**config.mk**
```make
export PLATFORM = sky130hd
export DESIGN_NAME = fetch_queue_frontend
export DESIGN_NICKNAME = d
export VERILOG_FILES = /design/src/rtl/fetch_queue_frontend.sv
export SDC_FILE = /design/constraint.sdc
export NUM_CORES = 1
export LEC_CHECK = 0
export CAP_MARGIN = 10
export CORE_MARGIN = 2
export CORE_UTILIZATION = 40
export DETAILED_ROUTE_END_ITERATION = 10
export HOLD_SLACK_MARGIN = 0.02
export SYNTH_ARGS = -nofsm -noshare
export SYNTH_HDL_FRONTEND = slang
export SYNTH_SLANG_ARGS = --single-unit
```
**constraint.sdc**
```tcl
create_clock -name clk -period 5.9 [get_ports clk]
set_input_delay 1.475 -clock clk [delete_from_list [all_inputs] [get_ports clk]]
set_output_delay 1.475 -clock clk [all_outputs]
set_load 0.05 [all_outputs]
```
**src/rtl/fetch_queue_frontend.sv**
```systemverilog
// Instruction-fetch frontend: static jump / bimodal branch prediction feeding a
// small in-order queue toward decode, with redirect flush and BHT training.
module fetch_queue_frontend #(
    parameter int          DEPTH       = 4,
    parameter int          BHT_ENTRIES = 64,
    parameter logic [31:0] RESET_PC    = 32'h0
) (
    input  logic        clk,
    input  logic        reset_n,
    output logic [31:0] iaddr,
    input  logic [31:0] idata,
    input  logic        iready,
    output logic        out_valid,
    input  logic        out_ready,
    output logic [31:0] out_pc,
    output logic [31:0] out_instr,
    output logic        out_pred_taken,
    output logic [31:0] out_pred_target,
    input  logic        redirect,
    input  logic [31:0] redirect_pc,
    input  logic        upd_valid,
    input  logic [31:0] upd_pc,
    input  logic        upd_taken
);
    localparam int PW = (DEPTH > 1) ? $clog2(DEPTH) : 1;
    localparam int K  = $clog2(BHT_ENTRIES);

    typedef struct packed {
        logic [31:0] pc;
        logic [31:0] instr;
        logic        taken;
        logic [31:0] target;
    } fq_entry_t;

    fq_entry_t     q [DEPTH];
    logic [1:0]    bht [BHT_ENTRIES];
    logic [31:0]   fpc;
    logic [PW-1:0] head, tail;
    logic [PW:0]   count;

    logic [31:0] seq, br_target, ptarget;
    logic        ptaken, push, pop;
    logic [5:0]  op;
    logic [K-1:0] lk_idx, up_idx;

    assign iaddr     = fpc;
    assign out_valid = (count != '0);
    assign pop       = out_valid & out_ready;
    // A full queue still accepts a word when the head leaves in the same cycle.
    assign push      = iready & ~redirect & ((count < (PW+1)'(DEPTH)) | pop);

    assign out_pc          = q[head].pc;
    assign out_instr       = q[head].instr;
    assign out_pred_taken  = q[head].taken;
    assign out_pred_target = q[head].target;

    assign op        = idata[31:26];
    assign seq       = fpc + 32'd4;
    assign br_target = seq + {{14{idata[15]}}, idata[15:0], 2'b00};
    assign lk_idx    = fpc[K+1:2];
    assign up_idx    = upd_pc[K+1:2];

    always_comb begin
        ptaken  = 1'b0;
        ptarget = seq;
        case (op)
            6'd2, 6'd3: begin
                ptaken  = 1'b1;
                ptarget = {seq[31:28], idata[25:0], 2'b00};
            end
            6'd4, 6'd5, 6'd6, 6'd7: begin
                ptaken  = bht[lk_idx][1];
                ptarget = ptaken ? br_target : seq;
            end
            default: ;
        endcase
    end

    always_ff @(posedge clk or negedge reset_n) begin
        if (!reset_n) begin
            fpc   <= RESET_PC;
            head  <= '0;
            tail  <= '0;
            count <= '0;
        end else if (redirect) begin
            fpc   <= {redirect_pc[31:2], 2'b00};
            head  <= '0;
            tail  <= '0;
            count <= '0;
        end else begin
            if (push) begin
                fpc  <= ptarget;
                tail <= tail + PW'(1);
            end
            if (pop) head <= head + PW'(1);
            case ({push, pop})
                2'b10:   count <= count + (PW+1)'(1);
                2'b01:   count <= count - (PW+1)'(1);
                default: ;
            endcase
        end
    end

    always_ff @(posedge clk or negedge reset_n) begin
        if (!reset_n) begin
            for (int i = 0; i < DEPTH; i++) q[i] <= '0;
        end else if (push) begin
            q[tail] <= '{pc: fpc, instr: idata, taken: ptaken, target: ptarget};
        end
    end

    // Training reads the current counter; a same-cycle lookup sees the old value.
    always_ff @(posedge clk or negedge reset_n) begin
        if (!reset_n) begin
            for (int i = 0; i < BHT_ENTRIES; i++) bht[i] <= 2'b01;
        end else if (upd_valid) begin
            if (upd_taken && bht[up_idx] != 2'b11)
                bht[up_idx] <= bht[up_idx] + 2'b01;
            else if (!upd_taken && bht[up_idx] != 2'b00)
                bht[up_idx] <= bht[up_idx] - 2'b01;
        end
    end

    logic unused_bits;
    assign unused_bits = ^{upd_pc[31:K+2], upd_pc[1:0], redirect_pc[1:0]};
endmodule
```
==> results.sh, run 1 <==
export IMPL_crit_cells=12
export IMPL_rsz0062_at_grt="no"
export IMPL_dieArea_um2=70890
export IMPL_synth_avg_cell_area_um2=9.458
export IMPL_syn_nets=3056
export IMPL_clkLatencyLatePin_ns=0.66
export IMPL_nets=3227
export IMPL_cts_made_buffers=59
export IMPL_synth_async_reset_ratio_pct=100.0
export IMPL_first_pass_iters=6
export IMPL_syn_area_um2=27510
export IMPL_timing_hold_violations_final=0
export IMPL_wire_per_inst_um=22.29
export IMPL_cp_arrival_ns=5.67
export IMPL_crit_chain="and4_1 -> or4b_2 -> nor3_1 -> xor2_1 -> ha_1 -> a2111o_1 -> a21oi_1 -> o21ai_0 -> o21ai_0 -> mux2i_1 -> a31oi_1 -> a221o_1"
export IMPL_ys_seq_elements=555
export IMPL_cts_sink_count=555
export IMPL_cts_resized=0
export IMPL_yosysWarnings=0
export IMPL_h_tree_depth=2
export IMPL_whs_endpoint="q[253]"
export IMPL_routed_wl_mm=89.36
export IMPL_skew_ns=0.04652
export IMPL_critPathRequiredTime_ns=6.41
export IMPL_critPathLaunchType="register"
export IMPL_clkTransAtPathRegs_ns=0.06
export IMPL_finalSetupViolCount=0
export IMPL_area_growth_pct=19.35
export IMPL_cellPowerDensity_nw_per_um2=495.0
export IMPL_coreArea_um2=68350
export IMPL_drive_above_1_share_pct=13.53
export IMPL_outcome="finished, final reports clean"
export IMPL_grt_max_degree=140
export IMPL_post_route_min_period_ns=5.162
export IMPL_vdd_drop_max_mv=0.2985
export IMPL_netlist_instances=2909
export IMPL_cts_buffer_depth=3
export IMPL_drtIter0Drc=2051
export IMPL_post_cts_buffers=0
export IMPL_gp_congestion=0.9049
export IMPL_ios=233
export IMPL_synth_edf_count=0
export IMPL_rows=96
export IMPL_avgViaCountPerCell=5.637
export IMPL_cts_hold_buf=0
export IMPL_antenna_found_initial=3
export IMPL_critical_path_top_delay_family="compound AO/OA/AOI/OAI gates"
export IMPL_die_y_um=266.3
export IMPL_rr_worst_depth=12
export IMPL_grt_usage_pct=25.20
export IMPL_fmax_ghz=0.1937
export IMPL_postRouteAntennaNets=0
export IMPL_synthFlopType="dfrtp_1"
export IMPL_reg2reg_slack_ns=0.74
export IMPL_leakagePower_nw=14.77
export IMPL_drc=0
export IMPL_critPathMostFrequentCell="o21ai_0"
export IMPL_critPathKind="reg2reg"
export IMPL_via_count=22597
export IMPL_maxCapViolations=0
export IMPL_hpwl_mm=60.23
export IMPL_cp_slowest_cell="or4b_2"
export IMPL_clock_root_buffer="clkbuf_16"
export IMPL_r2r_start="iaddr[14]"
export IMPL_ys_types=78
export IMPL_final_cell_mix="nand2_1 (1103), dfrtp_1 (489), o21ai_0 (292), clkdlybuf4s50_1 (202), mux4_2 (110)"
export IMPL_slew_viol_final=0
export IMPL_gr_total_overflow=0
export IMPL_die_w_um=266.3
export IMPL_antenna_cells=0
export IMPL_min_path_type="reg2reg"
export IMPL_start_util_pct=40.26
export IMPL_r2r_end="iaddr[29]"
export IMPL_port_buffer_count=204
export IMPL_cp_num_buf_inv=0
export IMPL_cts_tree="yes"
export IMPL_critPathMaxStageDelay_ns=0.74
export IMPL_grt_pass1_vias=22559
export IMPL_whs_ns=0.4695
export IMPL_fin_setup_tns_ns=0
export IMPL_whs_path_depth=2
export IMPL_maxSlewHeadroom_pct=31.43
export IMPL_hp_start="q[253]"
export IMPL_grt_pass1_wl_mm=136.8
export IMPL_synth_seq_area_share_pct=50.77
export IMPL_crit_fanout=9
export IMPL_period_share_pct=87.50
export IMPL_end_kind="register"
export IMPL_tightest_slew_ns=1.029
export IMPL_layout_commonest_cell="nand2_1"
per-layer routing:
metal,vias to the layer above,wire (µm),track usage (%)
met5,-,32,0
met4,6,3168,9.125
met3,173,6369,4.224
met2,816,41060,39.64
met1,11287,38730,35.18
li1,10315,-,-
stage by stage:
step	setup slack (ns)	cells	total power (W)	utilization [%]	area [µm²]
after floorplan	1.278	2909	0.01018	-	27510
after global placement	0.4418	3901	0.01230	45.11	30830
after detailed placement	0.3791	3901	0.01249	45.11	30830
after CTS	0.8506	4009	0.01637	48.04	32840
after global routing	0.5700	4009	0.01709	48.04	32840
final	0.7377	4009	0.01625	48.04	32840
area by class of cell:
cell class,instances,area [µm²]
clock buffer,87,1732
clock inverter,21,276.5
tap,882,1104
multi-input combinational,2142,12770
fill,6234,35510
inverter,23,86.33
timing repair buffer,299,2893
sequential,555,13980
tightest hold or removal path, cell delays in order, from the launching register on:
cell     delay (ns)
dfrtp_1        0.34
nand2_1        0.05
nand2_1        0.05
Yosys cell counts (22+ instances only):
master,instances,area (µm²)
o22ai_1,37,231.5
a21oi_1,69,345.3
a22oi_1,38,285.3
dfstp_2,64,1682
nor2_1,71,266.5
dfrtp_1,491,12290
xnor2_1,32,280.3
nand2_1,1107,4155
mux4_2,110,2477
o21ai_0,292,1461
inv_1,22,82.58
mux2_2,22,247.7
ha_1,42,525.5
clkbuf_1,153,574.3
kinds of logic after synthesis:
family / share of synthesized area, %
compound gates: 12.27
xor+xnor: 1.655
fa+ha+maj: 2.056
buf+inv: 3.042
flops: 50.77
mux: 10.20
simple gates: 20.01
where the power goes:
part	internal (W)	total, W	switching [W]	leakage, nW
clock network	0.00225	0.00385	0.00160	0.991
registers	0.00506	0.00585	0.000796	7.04
logic	0.00251	0.00656	0.00404	6.74
worst max-delay path by stage:
stage / startpoint / to / slack, ns
after CTS: iaddr[14] / iaddr[29] / 0.85
after global routing: iaddr[14] / q[126] / 0.57
after global placement: upd_pc[3] / bht[77] / 0.44
final: iaddr[14] / iaddr[29] / 0.74
after floorplan: upd_pc[2] / bht[41] / 1.28
after detailed placement: upd_pc[4] / register / 0.38
Note: power is estimated with default switching activity, not from simulation.
==> inputs of run 2 (changes only) <==
clock period = 6.3 ns   (was 5.9 ns; I/O delays follow)
==> results.sh, run 2 (synthesis gave the netlist of run 1 again) <==
export IMPL_outcome="finished, final reports clean"
export IMPL_cts_tree="yes"
export IMPL_gr_total_overflow=0
export IMPL_skew_ns=0.04798
export IMPL_cts_made_buffers=60
export IMPL_clkTransAtPathRegs_ns=0.06
export IMPL_grt_usage_pct=25.21
export IMPL_tightest_slew_ns=1.127
export IMPL_combPwrFrac_pct=39.4
export IMPL_layout_commonest_cell="nand2_1"
export IMPL_cp_num_buf_inv=3
export IMPL_critical_path_top_delay_family="simple AND/OR/NAND/NOR gates"
export IMPL_hpwl_mm=59.91
export IMPL_cts_resized=0
export IMPL_r2r_start="iaddr[12]"
export IMPL_maxCapViolations=0
export IMPL_dieArea_um2=70890
export IMPL_maxSlewHeadroom_pct=24.70
export IMPL_first_pass_iters=6
export IMPL_crit_end="bht[83]"
export IMPL_leakagePower_nw=14.74
export IMPL_grt_pass1_vias=22325
export IMPL_final_area_um2=32870
export IMPL_crit_fanout=14
export IMPL_fmax_ghz=0.1813
export IMPL_end_kind="register"
export IMPL_reg2reg_slack_ns=1.18
export IMPL_die_y_um=266.3
export IMPL_cp_arrival_ns=6.03
export IMPL_gp_congestion=0.9147
export IMPL_drive_above_1_share_pct=13.12
export IMPL_vdd_drop_max_mv=0.2439
export IMPL_fin_setup_tns_ns=0
export IMPL_critPathRequiredTime_ns=6.82
export IMPL_rsz0062_at_grt="no"
export IMPL_post_route_min_period_ns=5.516
export IMPL_via_count=22499
export IMPL_coreArea_um2=68350
export IMPL_seqCellArea_um2=13980
export IMPL_grt_pass1_wl_mm=136.7
export IMPL_die_w_um=266.3
export IMPL_cp_slowest_cell="clkdlybuf4s50_1"
export IMPL_rows=96
export IMPL_postRouteAntennaNets=0
export IMPL_critPathKind="in2reg"
export IMPL_start_util_pct=40.26
export IMPL_fill_cells=6296
export IMPL_clkLatencyLatePin_ns=0.65
export IMPL_cellPowerDensity_nw_per_um2=470.4
export IMPL_p_sw_w=0.006044
export IMPL_post_cts_buffers=0
export IMPL_clockPowerShare_pct=24.9
export IMPL_cts_sink_count=555
export IMPL_crit_chain="clkdlybuf4s50_1 -> nor2_1 -> and2_1 -> a22oi_1 -> nand4_1 -> a22o_1 -> nor4_1 -> inv_1 -> ha_1 -> nor2b_1 -> o21ai_1 -> nor2_1 -> buf_4 -> nand2_1 -> nand2_1 -> o21ai_0"
export IMPL_nets=3204
export IMPL_timing_hold_violations_final=0
export IMPL_clock_root_buffer="clkbuf_16"
export IMPL_final_cell_mix="nand2_1 (1103), dfrtp_1 (489), o21ai_0 (292), clkdlybuf4s50_1 (202), mux4_2 (110)"
export IMPL_multiInputGateArea_um2=12770
export IMPL_min_path_type="reg2reg"
export IMPL_finalSetupViolCount=0
export IMPL_wire_per_inst_um=22.43
export IMPL_routed_wl_mm=89.59
export IMPL_drtIter0Drc=2225
export IMPL_critPathLaunchType="input pin"
export IMPL_cts_hold_buf=0
export IMPL_antenna_found_initial=2
export IMPL_period_share_pct=87.56
export IMPL_startpoint="upd_pc[4]"
export IMPL_h_tree_depth=2
export IMPL_crit_cells=16
export IMPL_power_internal_w=0.009419
export IMPL_critPathMaxStageDelay_ns=0.78
export IMPL_r2r_end="iaddr[29]"
export IMPL_ios=233
export IMPL_grt_max_degree=145
export IMPL_drc=0
export IMPL_seqPwrFrac_pct=35.7
export IMPL_slew_viol_final=0
export IMPL_port_buffer_count=204
export IMPL_cts_buffer_depth=3
export IMPL_rr_worst_depth=12
export IMPL_area_growth_pct=19.47
export IMPL_switching_share_pct=39.09
export IMPL_post_dp_cell_area_um2=30670
export IMPL_avgViaCountPerCell=5.633
==> run 2: routing by layer <==
layer	wire length [µm]	GRT usage [%]	up-vias
met2	42170	40.74	885
met4	2387	7.410	0
li1	-	-	10271
met5	0	0	-
met3	6756	4.067	151
met1	38280	35.06	11192
==> run 2: how the worst min path moves through the flow <==
stage              to  slack [ns]   start  cells after the start
2_1_floorplan  q[130]        0.44  q[130]                      2
4_1_cts         q[50]        0.47   q[50]                      2
5_1_grt         q[39]        0.48   q[39]                      2
6_report        q[50]        0.47   q[50]                      2
3_5_place_dp   q[180]        0.46  q[180]                      2
3_3_place_gp    q[63]        0.45   q[63]                      2
==> run 2: final cells by class <==
type                       instances  share of cell area [%]
timing repair buffer             275                   8.329
clock inverter                    23                   1.032
sequential                       555                   42.52
tap                              882                   3.357
multi-input combinational       2142                   38.85
antenna                            3                 0.02284
inverter                          23                  0.2626
clock buffer                      91                   5.630
==> run 2: worst reg2reg max path, cell delays in order (launching register included) <==
cell	delay, ns
dfrtp_1	0.65
and4_1	0.49
or4b_2	0.73
nor3_1	0.28
xor2_1	0.27
ha_1	0.32
a2111o_1	0.44
a21oi_1	0.16
o21ai_0	0.10
o21ai_0	0.64
mux2i_1	0.29
a31oi_1	0.23
a221o_1	0.37
==> run 2: power groups by stage <==
stage	clock, W	sequential, W	combinational [W]
finish	0.00385	0.00552	0.00609
CTS	0.00392	0.00551	0.00614
global route	0.00406	0.00566	0.00651
global placement	0	0.00547	0.00603
floorplan	0	0.00531	0.00423
detailed placement	0	0.00557	0.00611
==> run 2: per-stage QoR <==
step | cells | hold slack, ns | setup slack (ns) | total power (W) | util [%]
after detailed placement | 3877 | 0.4577 | 0.2564 | 0.01168 | 44.88
after floorplan | 2909 | 0.4403 | 1.578 | 0.009537 | -
final | 3994 | 0.4709 | 0.7838 | 0.01546 | 48.09
after global routing | 3993 | 0.4785 | 0.5763 | 0.01623 | 48.09
after CTS | 3991 | 0.4728 | 0.9297 | 0.01557 | 48.08
after global placement | 3877 | 0.4520 | 0.4010 | 0.01150 | 44.88
==> variant (config.mk and constraints of run 1) <==
Set the parameter `BHT_ENTRIES` to 256 (it was 64).
--- a/src/rtl/fetch_queue_frontend.sv
+++ b/src/rtl/fetch_queue_frontend.sv
@@ -4,3 +4,3 @@
     parameter int          DEPTH       = 4,
-    parameter int          BHT_ENTRIES = 64,
+    parameter int          BHT_ENTRIES = 256,
     parameter logic [31:0] RESET_PC    = 32'h0
Check against the original RTL: not settled (the Yosys comparison gave no result); the edit may change what the design does.
==> variant against run 1 <==
Clock power rose by 74%; via count grew 60%; synthesized area grew 74%; cell area grew 74%; routed wire length is 69% higher; sequential power increased by 49%; non-clock buffer count grew 245; worst hold slack improved by 0.0010 ns; sequential cell count rose by 384; first-iteration DRC count grew 55%; total power up 41%; worst setup slack lost 0.39 ns; critical endpoint is now bht[503]$_DFFE_PN0P_; largest cell class unchanged.
==> variant: results (changes against run 1) <==
Yosys
  – Post-synthesis sequential area ratio: 0.499 (was 0.508)
  – Syn Nets: 4,498 (was 3,056)
  – Post-Synth XOR/XNOR Area: 0.0105 (was 0.0166)
  – Adder-cell share of the synthesized area: 0.0121 (was 0.0206)
  – Netlist cell types: 65 (was 78)
  – Post-synth top cells: nand2_1 (1,052), dfrtp_1 (683), nor2_1 (400) (was nand2_1 (1,107), dfrtp_1 (491), o21ai_0 (292))
  – Synth top area cells: dfrtp_1 (36%), mux4_2 (15%), dfstp_2 (14%) (was dfrtp_1 (45%), nand2_1 (15%), mux4_2 (9.0%))
  – Post-synthesis compound-gate area fraction: 0.0917 (was 0.123)
  – Avg Cell Area, Syn: 11.0 um^2 (was 9.46 um^2)
  – Yosys warns: 0 (unchanged)

Layout
  – Layout cell share with drive strength beyond 1: 0.293 (was 0.135)
  – Fin nets: 4,819 (was 3,227)
  – Fillers: 10,667 (was 6,234)

Timing
  – Skew final: 0.0445 ns (was 0.0465 ns)
  – Least-Margin Pin Slew: 1.26 ns (was 1.03 ns)

Placed design
  – Post-DP HPWL: 98.7 mm (was 60.2 mm)
  – Placer congestion estimate: 0.882 (was 0.905)
  – DP Cell Count: 6,103 (was 3,901)

Routing
  – Via density per instance: 5.75 (was 5.64)
  – Met1 Wirelength: 62.3 mm (was 38.7 mm)
  – DR WL met2: 72.4 mm (was 41.1 mm)
  – Met3 wire length: 10.6 mm (was 6.37 mm)
  – Total Routed Length: 151 mm (was 89.4 mm)

Worst setup path
  – Type of the worst setup path: in -> reg (was reg -> reg)
  – CP startpoint: upd_pc[2] (was iaddr[14]$_DFFE_PN0P_)
  – Reg2reg start: iaddr[7]$_DFFE_PN0P_ (was iaddr[14]$_DFFE_PN0P_)
  – Worst EP arrival: 6.12 ns (was 5.67 ns)
  – RR Endpoint: q[124]$_DFFE_PN0P_ (was iaddr[29]$_DFFE_PN0P_)
  – CP endpoint: bht[503]$_DFFE_PN0P_ (was iaddr[29]$_DFFE_PN0P_)
  – Worst R2R Path Depth: 16 (was 12)
  – Critical path fanouts, max: 17 (was 9)

GRT
  – GRT Overall Usage: 0.247 (was 0.252)
  – GR Util met2: 0.402 (was 0.396)
  – Largest net degree at the start of global routing: 110 (was 140)
  – Met1 usage: 0.330 (was 0.352)
  – Vias in the first global route: 36,482 (was 22,559)
  – First-pass GRT wire length: 231 mm (was 137 mm)

Min path
  – Hold EP: q[130]$_DFFE_PN0P_ (was q[253]$_DFFE_PN0P_)
  – Hold wc startpoint: q[130]$_DFFE_PN0P_ (was q[253]$_DFFE_PN0P_)

Clock tree
  – Maximum buffer depth of the clock tree: 3 (unchanged)
  – Worst-skew pair later-pin latency: 0.72 ns (was 0.66 ns)
  – TritonCTS Buffers: 102 (was 59)

Power and ir drop
  – VDD IR-drop max: 0.365 mV (was 0.298 mV)

Outcome
  – Status: finished, final reports clean (unchanged)
==> variant: final cells by class <==
cell class / instances / area share
diodes: 2 / 0.0000877
clock buffers: 156 / 0.0536
clock inverters: 36 / 0.00763
inverters: 41 / 0.00279
multi-input cells: 3043 / 0.394
flip-flops and latches: 939 / 0.418
well taps: 1536 / 0.0337
repair buffers: 544 / 0.0908
==> variant: per-stage QoR <==
step           hold slack [ns]  setup WS (ns)  area (um^2)  setup TNS, ns  utilization
5_1_grt                  0.486          0.189        57100              0        0.483
4_1_cts                  0.472          0.438        57000              0        0.482
3_3_place_gp             0.453         -0.254        53600         -18.86        0.453
3_5_place_dp             0.458         -0.265        53600         -23.55        0.453
6_report                 0.471          0.348        57100              0        0.483
2_1_floorplan            0.440       -0.00148        47800       -0.00148            -
==> variant: kinds of logic (layout without fill, tap and decap cells) <==
family / Yosys count / in the layout
buffers and inverters: 368 / 777
AO/OA/AOI/OAI: 708 / 708
AND/OR/NAND/NOR: 1615 / 1615
XOR/XNOR: 57 / 57
multiplexers: 618 / 618
other: 0 / 2
adder cells (fa/ha/maj): 45 / 45
flip-flops: 939 / 939
==> variant: critical path: stages <==
cell	delay, ns
clkbuf_8	0.24
buf_12	0.23
buf_4	0.26
mux4_2	0.53
mux4_2	0.55
a22oi_1	0.27
nand4_1	0.16
nor3_1	0.21
buf_4	0.14
inv_1	0.04
ha_1	0.19
nor2b_2	0.13
o21a_1	0.20
or3b_2	0.51
inv_1	0.11
and2_1	0.27
buf_4	0.24
nand2_1	0.11
nand2_1	0.13
o21ai_0	0.08
==> variant: where the power goes <==
part	switching [mW]	internal, mW
sequential	0.848	7.85
combinational	4.66	2.92
clock	2.76	3.92
